==> src/rtl/mdu_seq.sv <==
// Sequential unsigned multiply/divide unit: shift-add MUL/MULHU and restoring DIVU/REMU,
// 32 iterations per operation, valid/ready handshake on both request and result sides.
module mdu_seq (
   input  logic        i_clk,
   input  logic        i_rst,
   input  logic        i_valid,
   output logic        o_ready,
   input  logic [1:0]  i_op,
   input  logic [31:0] i_op_a,
   input  logic [31:0] i_op_b,
   input  logic        i_flush,
   output logic        o_valid,
   input  logic        i_ready,
   output logic [31:0] o_result,
   output logic        o_busy
);

   typedef enum logic [1:0] {IDLE, CALC, DONE} state_t;
   typedef enum logic [1:0] {OP_MUL, OP_MULHU, OP_DIVU, OP_REMU} op_t;

   state_t      state;
   op_t         op_q;
   logic [4:0]  cnt;
   logic [63:0] acc;
   logic [31:0] mcand;
   logic [31:0] mplier;
   logic [31:0] divisor;
   logic [31:0] rem;
   logic [31:0] quo;

   logic [32:0] sum;
   logic [63:0] acc_nxt;
   logic [31:0] mplier_nxt;
   logic [32:0] rem_sh;
   logic [32:0] trial;
   logic [31:0] rem_nxt;
   logic [31:0] quo_nxt;
   logic [31:0] calc_result;
   logic        is_div_q;

   assign is_div_q = (op_q == OP_DIVU) || (op_q == OP_REMU);

   // One iteration of each datapath; the FSM picks which one to commit.
   // NOTE: every always_comb output gets a default first so no path can infer a latch.
   always_comb begin
      sum         = {1'b0, acc[63:32]};
      if (mplier[0])
         sum = {1'b0, acc[63:32]} + {1'b0, mcand};
      acc_nxt     = {sum, acc[31:1]};
      mplier_nxt  = {1'b0, mplier[31:1]};

      // The bit shifted out of rem must take part in the compare, hence 33 bits.
      rem_sh      = {rem, quo[31]};
      trial       = rem_sh - {1'b0, divisor};
      rem_nxt     = rem_sh[31:0];
      quo_nxt     = {quo[30:0], 1'b0};
      if (!trial[32]) begin
         rem_nxt = trial[31:0];
         quo_nxt = {quo[30:0], 1'b1};
      end

      calc_result = '0;
      case (op_q)
         OP_MUL:   calc_result = acc_nxt[31:0];
         OP_MULHU: calc_result = acc_nxt[63:32];
         OP_DIVU:  calc_result = quo_nxt;
         OP_REMU:  calc_result = rem_nxt;
         default:  calc_result = '0;
      endcase
   end

   // NOTE: all state here is updated with non-blocking assignments so every register
   // samples the pre-edge values, independent of statement order.
   always_ff @(posedge i_clk or posedge i_rst) begin
      if (i_rst) begin
         state    <= IDLE;
         op_q     <= OP_MUL;
         cnt      <= '0;
         acc      <= '0;
         mcand    <= '0;
         mplier   <= '0;
         divisor  <= '0;
         rem      <= '0;
         quo      <= '0;
         o_ready  <= 1'b1;
         o_valid  <= 1'b0;
         o_busy   <= 1'b0;
         o_result <= '0;
      end else begin
         case (state)
            IDLE: begin
               if (i_valid && !i_flush) begin
                  op_q    <= op_t'(i_op);
                  mcand   <= i_op_a;
                  divisor <= i_op_b;
                  cnt     <= '0;
                  o_ready <= 1'b0;
                  o_busy  <= 1'b1;
                  if (i_op[1]) begin
                     rem <= '0;
                     quo <= i_op_a;
                     if (i_op_b == 32'd0) begin
                        // Divide by zero short-circuits straight to the result.
                        state    <= DONE;
                        o_valid  <= 1'b1;
                        o_result <= i_op[0] ? i_op_a : 32'hFFFF_FFFF;
                     end else begin
                        state <= CALC;
                     end
                  end else begin
                     acc    <= '0;
                     mplier <= i_op_b;
                     state  <= CALC;
                  end
               end
            end

            CALC: begin
               if (i_flush) begin
                  state   <= IDLE;
                  o_ready <= 1'b1;
                  o_busy  <= 1'b0;
               end else begin
                  cnt <= cnt + 5'd1;
                  if (is_div_q) begin
                     rem <= rem_nxt;
                     quo <= quo_nxt;
                  end else begin
                     acc    <= acc_nxt;
                     mplier <= mplier_nxt;
                  end
                  if (cnt == 5'd31) begin
                     state    <= DONE;
                     o_valid  <= 1'b1;
                     o_result <= calc_result;
                  end
               end
            end

            DONE: begin
               if (i_flush || i_ready) begin
                  state    <= IDLE;
                  o_valid  <= 1'b0;
                  o_result <= '0;
                  o_ready  <= 1'b1;
                  o_busy   <= 1'b0;
               end
            end

            default: begin
               state    <= IDLE;
               o_valid  <= 1'b0;
               o_result <= '0;
               o_ready  <= 1'b1;
               o_busy   <= 1'b0;
            end
         endcase
      end
   end

endmodule

==> config.mk <==
export PLATFORM = sky130hd
export DESIGN_NAME = mdu_seq
export DESIGN_NICKNAME = d
export VERILOG_FILES = /design/src/rtl/mdu_seq.sv
export SDC_FILE = /design/constraint.sdc
export NUM_CORES = 1
export LEC_CHECK = 0
export CORE_MARGIN = 1.5
export CORE_UTILIZATION = 30
export CTS_CLUSTER_DIAMETER = 200
export DETAILED_ROUTE_END_ITERATION = 6
export GPL_TIMING_DRIVEN = 0
export MAX_ROUTING_LAYER = met4
export PLACE_DENSITY_LB_ADDON = 0.15
export SYNTH_ARGS = -nofsm -noshare
export SYNTH_HDL_FRONTEND = slang
export SYNTH_SLANG_ARGS = --single-unit
==> constraint.sdc <==
create_clock -name i_clk -period 26.9 [get_ports i_clk]
set_clock_uncertainty 0.05 [all_clocks]
set_input_delay 5.38 -clock i_clk [delete_from_list [all_inputs] [get_ports i_clk]]
set_output_delay 5.38 -clock i_clk [all_outputs]
set_load 0.05 [all_outputs]
==> results of run 1 <==
critical path: cells and delay by family:
kind	cells	cell delay, ns
simple gates	6	2.66
buf+inv	2	0.92
compound gates	2	0.43
cells in the final DEF, fill, tap and decap left out, drive strengths merged, types with 12 or more instances in the layout:
master,count
a211oi,13
a21o,29
a21oi,91
a22o,48
a31oi,49
buf,22
clkbuf,128
clkdlybuf4s50,105
dfrtp,266
ha,66
inv,57
mux2,47
mux2i,102
nand2,251
nand2b,12
nor2,120
nor2b,21
nor3,16
o21ai,232
xnor2,30
xor2,22
registers in the layout, indices dropped and copies added (netlist names):
| name | cells |
|---|---|
| o_valid | 1 |
| quo | 32 |
| o_result | 32 |
| mplier | 32 |
| rem | 32 |
| o_busy | 1 |
| o_ready | 1 |
| cnt | 5 |
| acc | 63 |
| mcand | 32 |
| state | 2 |
| divisor | 32 |
| op_q | 2 |
per-layer routing:
metal | part of all wire (%) | routed length, um | up-vias | GRT usage [%]
met1 | 46 | 28600 | 7027 | 32.7
li1 | - | - | 6536 | -
met4 | 3.8 | 2360 | 0 | 9.03
met2 | 43 | 26800 | 474 | 34.6
met5 | 0 | 0 | - | -
met3 | 6.5 | 3990 | 106 | 4.08
cell families (layout without fill, tap and decap cells):
group,count (synthesis),count (layout),synth area share (%)
other,0,6,0
DFF,267,267,42.4
AOI/OAI and AO/OA,562,562,22.3
xor gates and xnor gates,52,52,2.89
adders and majority gates,68,68,5.49
buffers and inverters,160,327,3.96
and+or+nand+nor,480,480,13.1
muxes,150,150,9.97
layout make-up:
type | count | area [um^2] | share of cell area (%)
antenna | 6 | 15.0 | 0.0796
buffer | 105 | 419 | 2.22
clock buffer | 42 | 942 | 4.99
clock inverter | 17 | 148 | 0.782
inverter | 55 | 214 | 1.13
multi-input combinational | 1312 | 8480 | 44.9
sequential | 267 | 6680 | 35.4
tap | 680 | 851 | 4.51
timing repair buffer | 108 | 1120 | 5.94
worst max path at each step:
stage / endpoint / startpoint / cells after the start / slack, ns
after floorplan: acc[10] / i_rst / 1 / 14.12
after global placement: acc[13] / i_rst / 2 / 9.92
after detailed placement: o_result[12] / i_op_b[0] / 10 / 17.34
after CTS: o_result[14] / i_op_b[0] / 10 / 17.94
after global routing: o_result[16] / i_op_b[0] / 10 / 17.70
final: o_result[10] / i_op_b[0] / 10 / 17.91
where the power goes:
group | switching, mW | internal [mW]
clock network | 0.191 | 0.268
registers | 0.0649 | 0.489
logic | 0.409 | 0.242
==> results.txt, run 1 <==
----------------------------------------------------
[CTS]
  Clock root buffer master ... clkbuf_16
  Clock-pin slew of the registers on the worst-case setup and hold paths ... 0.06 ns
  Maximum clock insertion buffer count ... 3
  Number of buffers inserted for hold repair after clock tree synthesis ... 0
  # H-tree levels ... 2
  TritonCTS clock tree ... done
  Total setup buffers inserted after CTS ... 0
  Clock insertion delay at the later pin of the skew report ... 0.55 ns
  # resized after CTS ... 0
  Clk sink count ... roughly 270
  Number of buffers added by the clock tree synthesis step ... 34

[Synthesis]
  Sequential fraction of the synthesis area ... 42.4%
  Cell count after synthesis ... 1,739
  Top flip-flop cell by instance count after synthesis ... dfrtp_1
  Number of register bits inferred by synthesis ... 267
  Most frequent cell after synthesis ... dfrtp_1
  Top cell types by occurrence after synthesis ... dfrtp_1, nand2_1, o21ai_0
  Post-synth EDFFs ... 0
  Synth unique cells ... 77
  Mean cell area of the mapped netlist ... 9.07 um^2
  Synthesized Nets ... 1,878
  Largest cells by area after synthesis ... dfrtp_1, o21ai_0, mux2i_1
  Share of the synthesized area in the top cell type ... 42.2%
  Post-synth design cell area ... 15,800 um^2
  Largest area contributor in the synthesized netlist ... dfrtp_1
  Warnings, synthesis ... 0
  Share of async-settable or async-resettable flops after synthesis ... between 90% and 100%

[Placement]
  Placed Cells incl. Taps ... 2,527
  Worst slack at placement ... approximately 17 ns
  Count of input and output buffers ... 105
  Placer congestion estimate ... 0.929
  Placed wire-length estimate after detailed placement ... 47,700 um
  Placement-stage cell area ... 17,800 um^2

[Power]
  Total power density per cell area ... 88.2 nW/um^2
  Leak ... 8.27 nW
  Maximum VDD drop ... 0.0000372 V
  Overall Power ... about 1.7 mW

[Hold path]
  Hold path endpoint ... o_result[7]
  Worst hold path cell count ... 2
  Startpoint of the lowest-slack hold path ... o_result[7]
  Worst hold path type ... flop to flop

[Layout]
  Final design utilization ... 36.6%
  Fraction of final layout cells with drive strength greater than 1 ... 6.98%
  Post-route cell area ... between 15,000 and 20,000 um^2
  Count of placed standard cells in the final layout, fillers left out ... 2,592
  Fill cell instance count of the final layout ... 5,272
  Number of nets in the finished design ... 2,022
  Growth of design area from synthesis to finish ... 19.6%

[Floorplanning]
  Row count ... 83
  Die Height ... ~230 um
  Starting Density ... 30.6%
  # IOs ... 106
  Standard cell core area ... 51,600 um^2
  DIE WIDTH ... 232 um
  Die footprint ... 54,000 um^2

[Setup path]
  Startpoint of the worst-slack reg-to-reg timing path ... quo[31]
  Max incr delay on CP ... 0.83 ns
  Endpoint kind of the worst setup timing path ... flop
  Crit path required time ... around 27 ns
  Worst R2R Path Depth ... 15
  Startpoint-to-endpoint class of the critical path ... input port to flop
  Critical path fanouts, max ... 10
  Worst path slowest cell ... nor4_1
  Data arrival time at the worst-slack endpoint ... 9.41 ns
  Type of origin of the critical path ... input port
  Worst reg2reg endpoint ... o_result[10]
  Cell-by-cell listing of the critical path ... clkdlybuf4s50_1 -> nor4_1 -> nand2_1 -> nor4_1 -> nor2b_1 -> o21ai_1 -> nor2_1 -> nand2_1 -> clkbuf_1 -> o21ai_0
  Register-to-register setup slack ... 22.54 ns

[Route]
  Final routed wire length divided by cell count ... 23.8 um
  Initial DRC count ... 1,137
  Number of vias in the routed layout ... between 10,000 and 15,000
  DRC viols ... 0
  Residual antenna-violating net count after detailed routing ... 0
  Ratio of routed vias to standard cells ... 5.46
  Total Wirelength ... 61,800 um
  Pre-antenna DRT Iters ... 5

[Timing]
  Max-slew headroom ... approximately 22%
  Final hold vios ... 0
  Worst slack on hold paths ... ~0.43 ns
  Max Slew Vio Count ... 0
  Setup repair after global routing missed its margin ... no
  Tcrit/Tclk final ... 33.4%
  Total setup violations reported at the end of the flow ... 0
  Actual slew at the worst max-slew pin ... 1.17 ns
  Setup TNS ... 0 ns
  Final WS setup ... 17.91 ns
  Timing-limited maximum frequency ... about 110 MHz
  Final critical path time including I/O delays and setup ... 8.99 ns

[Flow run]
  Max-cap violations ... 0

[Global routing]
  Antenna violations before repair ... 8
  Total grt overflow ... 0
  Tot GR Track Use ... about a quarter
  Pin count of the biggest net entering global routing ... 119
  Vias in the first global route ... 14,100
  Global-route wire length before repair ... 92,100 um

[Run status]
  Status ... completed

----------------------------------------------------
Power figures use the tool's default switching activity.
==> inputs of run 2 (changes only) <==
==> constraint.sdc (replaced) <==
create_clock -name i_clk -period 7.8 [get_ports i_clk]
set_clock_uncertainty 0.05 [all_clocks]
set_input_delay 1.56 -clock i_clk [delete_from_list [all_inputs] [get_ports i_clk]]
set_output_delay 1.56 -clock i_clk [all_outputs]
set_load 0.05 [all_outputs]
==> run 2 against run 1 <==
Effect of this change: clock power increased to 3.4 times the previous value; utilization grew 0.078 points; hold slack improved by 0.0022 ns; combinational power rose to 3.5 times the previous value; critical endpoint is now o_result[9].
==> results.txt, run 2 (synthesis results as in run 1) <==
----------------------------------------------------
[Run status]
  Status ... completed

[Power]
  Maximum VDD drop ... 0.000177 V (+380%)
  Share of power burned in combinational logic ... 39.6% (+0.5 points)
  Clock group share of total power ... 26.9% (-0.7 points)
  P_sw ... 2.27 mW (+240%)
  Leak ... 8.28 nW (+0.19%)
  Switching portion of total power ... 39.8% (-0.14 points)
  Register share of total power ... 33.5% (+0.2 points)
  Total internal power ... 3.44 mW (+240%)
  Total power density per cell area ... 302 nW/um^2 (+240%)

[CTS]
  TritonCTS clock tree ... done
  # resized after CTS ... 0 (unchanged)
  Clk sink count ... 267 (unchanged)
  Number of buffers added by the clock tree synthesis step ... 31 (-8.8%)
  Clock root buffer master ... clkbuf_16
  Maximum clock insertion buffer count ... 3 (unchanged)
  Number of buffers inserted for hold repair after clock tree synthesis ... 0 (unchanged)
  Clock-pin slew of the registers on the worst-case setup and hold paths ... 0.06 ns (about the same)
  # H-tree levels ... 1 (-1)
  Total setup buffers inserted after CTS ... 0 (unchanged)
  Clock insertion delay at the later pin of the skew report ... 0.60 ns (+0.05 ns)

[Timing]
  Timing-limited maximum frequency ... 195 MHz
  Actual slew at the worst max-slew pin ... 1.24 ns (+0.0749 ns)
  Setup TNS ... 0 ns (unchanged)
  Max-slew headroom ... 16.6% (-5.0 points)
  Setup repair after global routing missed its margin ... no
  Tcrit/Tclk final ... 65.7%
  Final critical path time including I/O delays and setup ... 5.13 ns
  Max Slew Vio Count ... 0 (unchanged)
  Final hold vios ... 0 (unchanged)
  Total setup violations reported at the end of the flow ... 0 (unchanged)

[Hold path]
  Worst hold path cell count ... 2 (unchanged)
  Worst hold path type ... flop to flop
  Hold path endpoint ... mplier[27]
  Startpoint of the lowest-slack hold path ... mplier[27]

[Setup path]
  Worst path slowest cell ... nor4_1
  Register-to-register setup slack ... 3.53 ns (-19.01 ns)
  Cell-by-cell listing of the critical path ... clkdlybuf4s50_1 -> nor4_1 -> nand2_1 -> nor4_1 -> nor2b_1 -> o21ai_1 -> nor2_1 -> nand2_1 -> clkbuf_1 -> o21ai_0
  Startpoint of the worst-slack reg-to-reg timing path ... quo[31]
  Type of origin of the critical path ... input port
  Max incr delay on CP ... 0.78 ns (-0.05 ns)
  Critical path fanouts, max ... 10 (unchanged)
  Worst R2R Path Depth ... 15 (unchanged)
  Worst reg2reg endpoint ... o_result[10]
  Startpoint-to-endpoint class of the critical path ... input port to flop
  Endpoint kind of the worst setup timing path ... flop
  Crit path required time ... 8.26 ns (-19.05 ns)
  Data arrival time at the worst-slack endpoint ... 5.59 ns (-3.82 ns)

[Floorplanning]
  Die footprint ... 54,000 um^2 (unchanged)
  # IOs ... 106 (unchanged)
  Standard cell core area ... 51,600 um^2 (unchanged)
  Die Height ... 232 um (unchanged)
  DIE WIDTH ... 232 um (unchanged)
  Starting Density ... 30.6% (unchanged)
  Row count ... 83 (unchanged)

[Layout]
  Count of placed standard cells in the final layout, fillers left out ... 2,592 (unchanged)
  Most used cells in the layout excluding fill and tap cells ... dfrtp_1, nand2_1, o21ai_0
  Number of nets in the finished design ... 2,025 (+0.15%)
  Fraction of final layout cells with drive strength greater than 1 ... 6.86% (-0.12 points)
  Biggest register ... acc
  Growth of design area from synthesis to finish ... 19.8%
  Fill cell instance count of the final layout ... 5,261 (-0.21%)
  Commonest non-fill, non-tap cell in the layout ... dfrtp_1
  Max reg flops ... 63 (unchanged)
  Final design utilization ... 36.6% (+0.078 points)

[Route]
  DRC viols ... 0 (unchanged)
  Residual antenna-violating net count after detailed routing ... 0 (unchanged)
  Number of vias in the routed layout ... 14,000 (-1.3%)
  Initial DRC count ... 1,117 (-1.8%)
  Pre-antenna DRT Iters ... 5 (unchanged)
  Ratio of routed vias to standard cells ... 5.39 (-1.3%)
  Total Wirelength ... 61,000 um (-1.3%)
  Final routed wire length divided by cell count ... 23.5 um (-1.3%)

[Placement]
  Placer congestion estimate ... 0.915 (-1.6%)
  Placed wire-length estimate after detailed placement ... 48,000 um (+0.67%)
  Placed Cells incl. Taps ... 2,533 (+0.24%)
  Count of input and output buffers ... 105 (unchanged)

[Global routing]
  Global-route wire length before repair ... 90,900 um (-1.3%)
  Pin count of the biggest net entering global routing ... 39 (-67%)
  Total grt overflow ... 0 (unchanged)
  Vias in the first global route ... 14,000 (-0.50%)
  Tot GR Track Use ... 23.3% (-0.47 points)
  Antenna violations before repair ... 3 (-5)

[Flow run]
  Max-cap violations ... 0 (unchanged)

----------------------------------------------------
-- run 2: cell types whose count changed in the layout (fill, tap and decap cells not counted), sizes merged --
cell      delta
inv          -2
clkinvlp     -1
buf          +6
diode        -4
bufinv       +2
clkinv       -4
clkbuf       +3
-- run 2: metrics by stage --
stage	setup slack, ns	instance area, um^2	power (mW)	hold WS [ns]
final	2.67	18900	5.71	0.429
after global routing	2.44	18900	6.05	0.469
after CTS	2.65	18900	5.70	0.435
after detailed placement	2.03	17900	4.15	0.422
after global placement	0.329	17700	4.12	0.412
after floorplan	2.67	15800	3.39	0.400
-- run 2: how the worst max path moves through the flow --
stage	start	endpoint	slack (ns)	cells after the start
global route	i_op_b[0]	o_result[10]	2.44	10
floorplan	i_rst	acc[10]	2.67	1
CTS	i_op_b[0]	o_result[9]	2.65	10
global placement	i_rst	mplier[6]	0.33	2
detailed placement	i_op_b[0]	o_result[9]	2.03	10
finish	i_op_b[0]	o_result[9]	2.67	10
-- run 2: power by group through the flow --
stage               Combinational (mW)  Clock [mW]  Sequential (mW)
floorplan                         1.50           0             1.89
global placement                  2.20           0             1.93
detailed placement                2.22           0             1.93
CTS                               2.23        1.56             1.91
global route                      2.48        1.62             1.95
finish                            2.26        1.54             1.91
-- run 2: layer usage --
layer,wire (um),up-vias,global-route usage (%)
li1,-,6541,-
met1,27900,6952,31.7
met2,26600,386,34.4
met3,4650,82,4.83
met4,1840,0,7.33
met5,0,-,-
-- run 2: critical path, delay by kind of cell --
family / cells / cell delay, ns
AO/OA/AOI/OAI: 2 / 0.45
buffers and inverters: 2 / 0.86
AND/OR/NAND/NOR: 6 / 2.71
-- run 2: area by class of cell --
| class | count | area, um^2 | share of cell area (%) |
|---|---|---|---|
| inverter | 55 | 210 | 1.11 |
| antenna | 2 | 5.00 | 0.0265 |
| buffer | 105 | 419 | 2.22 |
| tap | 680 | 851 | 4.50 |
| clock inverter | 12 | 164 | 0.867 |
| clock buffer | 45 | 878 | 4.65 |
| timing repair buffer | 114 | 1220 | 6.47 |
| sequential | 267 | 6680 | 35.3 |
| multi-input combinational | 1312 | 8480 | 44.8 |
==> inputs of run 3 (changes only) <==
==> constraint.sdc (replaced) <==
create_clock -name i_clk -period 4.9 [get_ports i_clk]
set_clock_uncertainty 0.05 [all_clocks]
set_input_delay 0.98 -clock i_clk [delete_from_list [all_inputs] [get_ports i_clk]]
set_output_delay 0.98 -clock i_clk [all_outputs]
set_load 0.05 [all_outputs]
==> results of run 3 <==
The final DEF is identical to that of run 2. Status: completed.
Main changes from that run: setup slack after placement 2.03 ns -> -0.286 ns; setup slack after layout 2.67 ns -> 0.352 ns; register-to-register setup slack 3.53 ns -> 0.63 ns; total power 5.71 mW -> 9.09 mW; worst IR drop on VDD 0.000177 V -> 0.000281 V
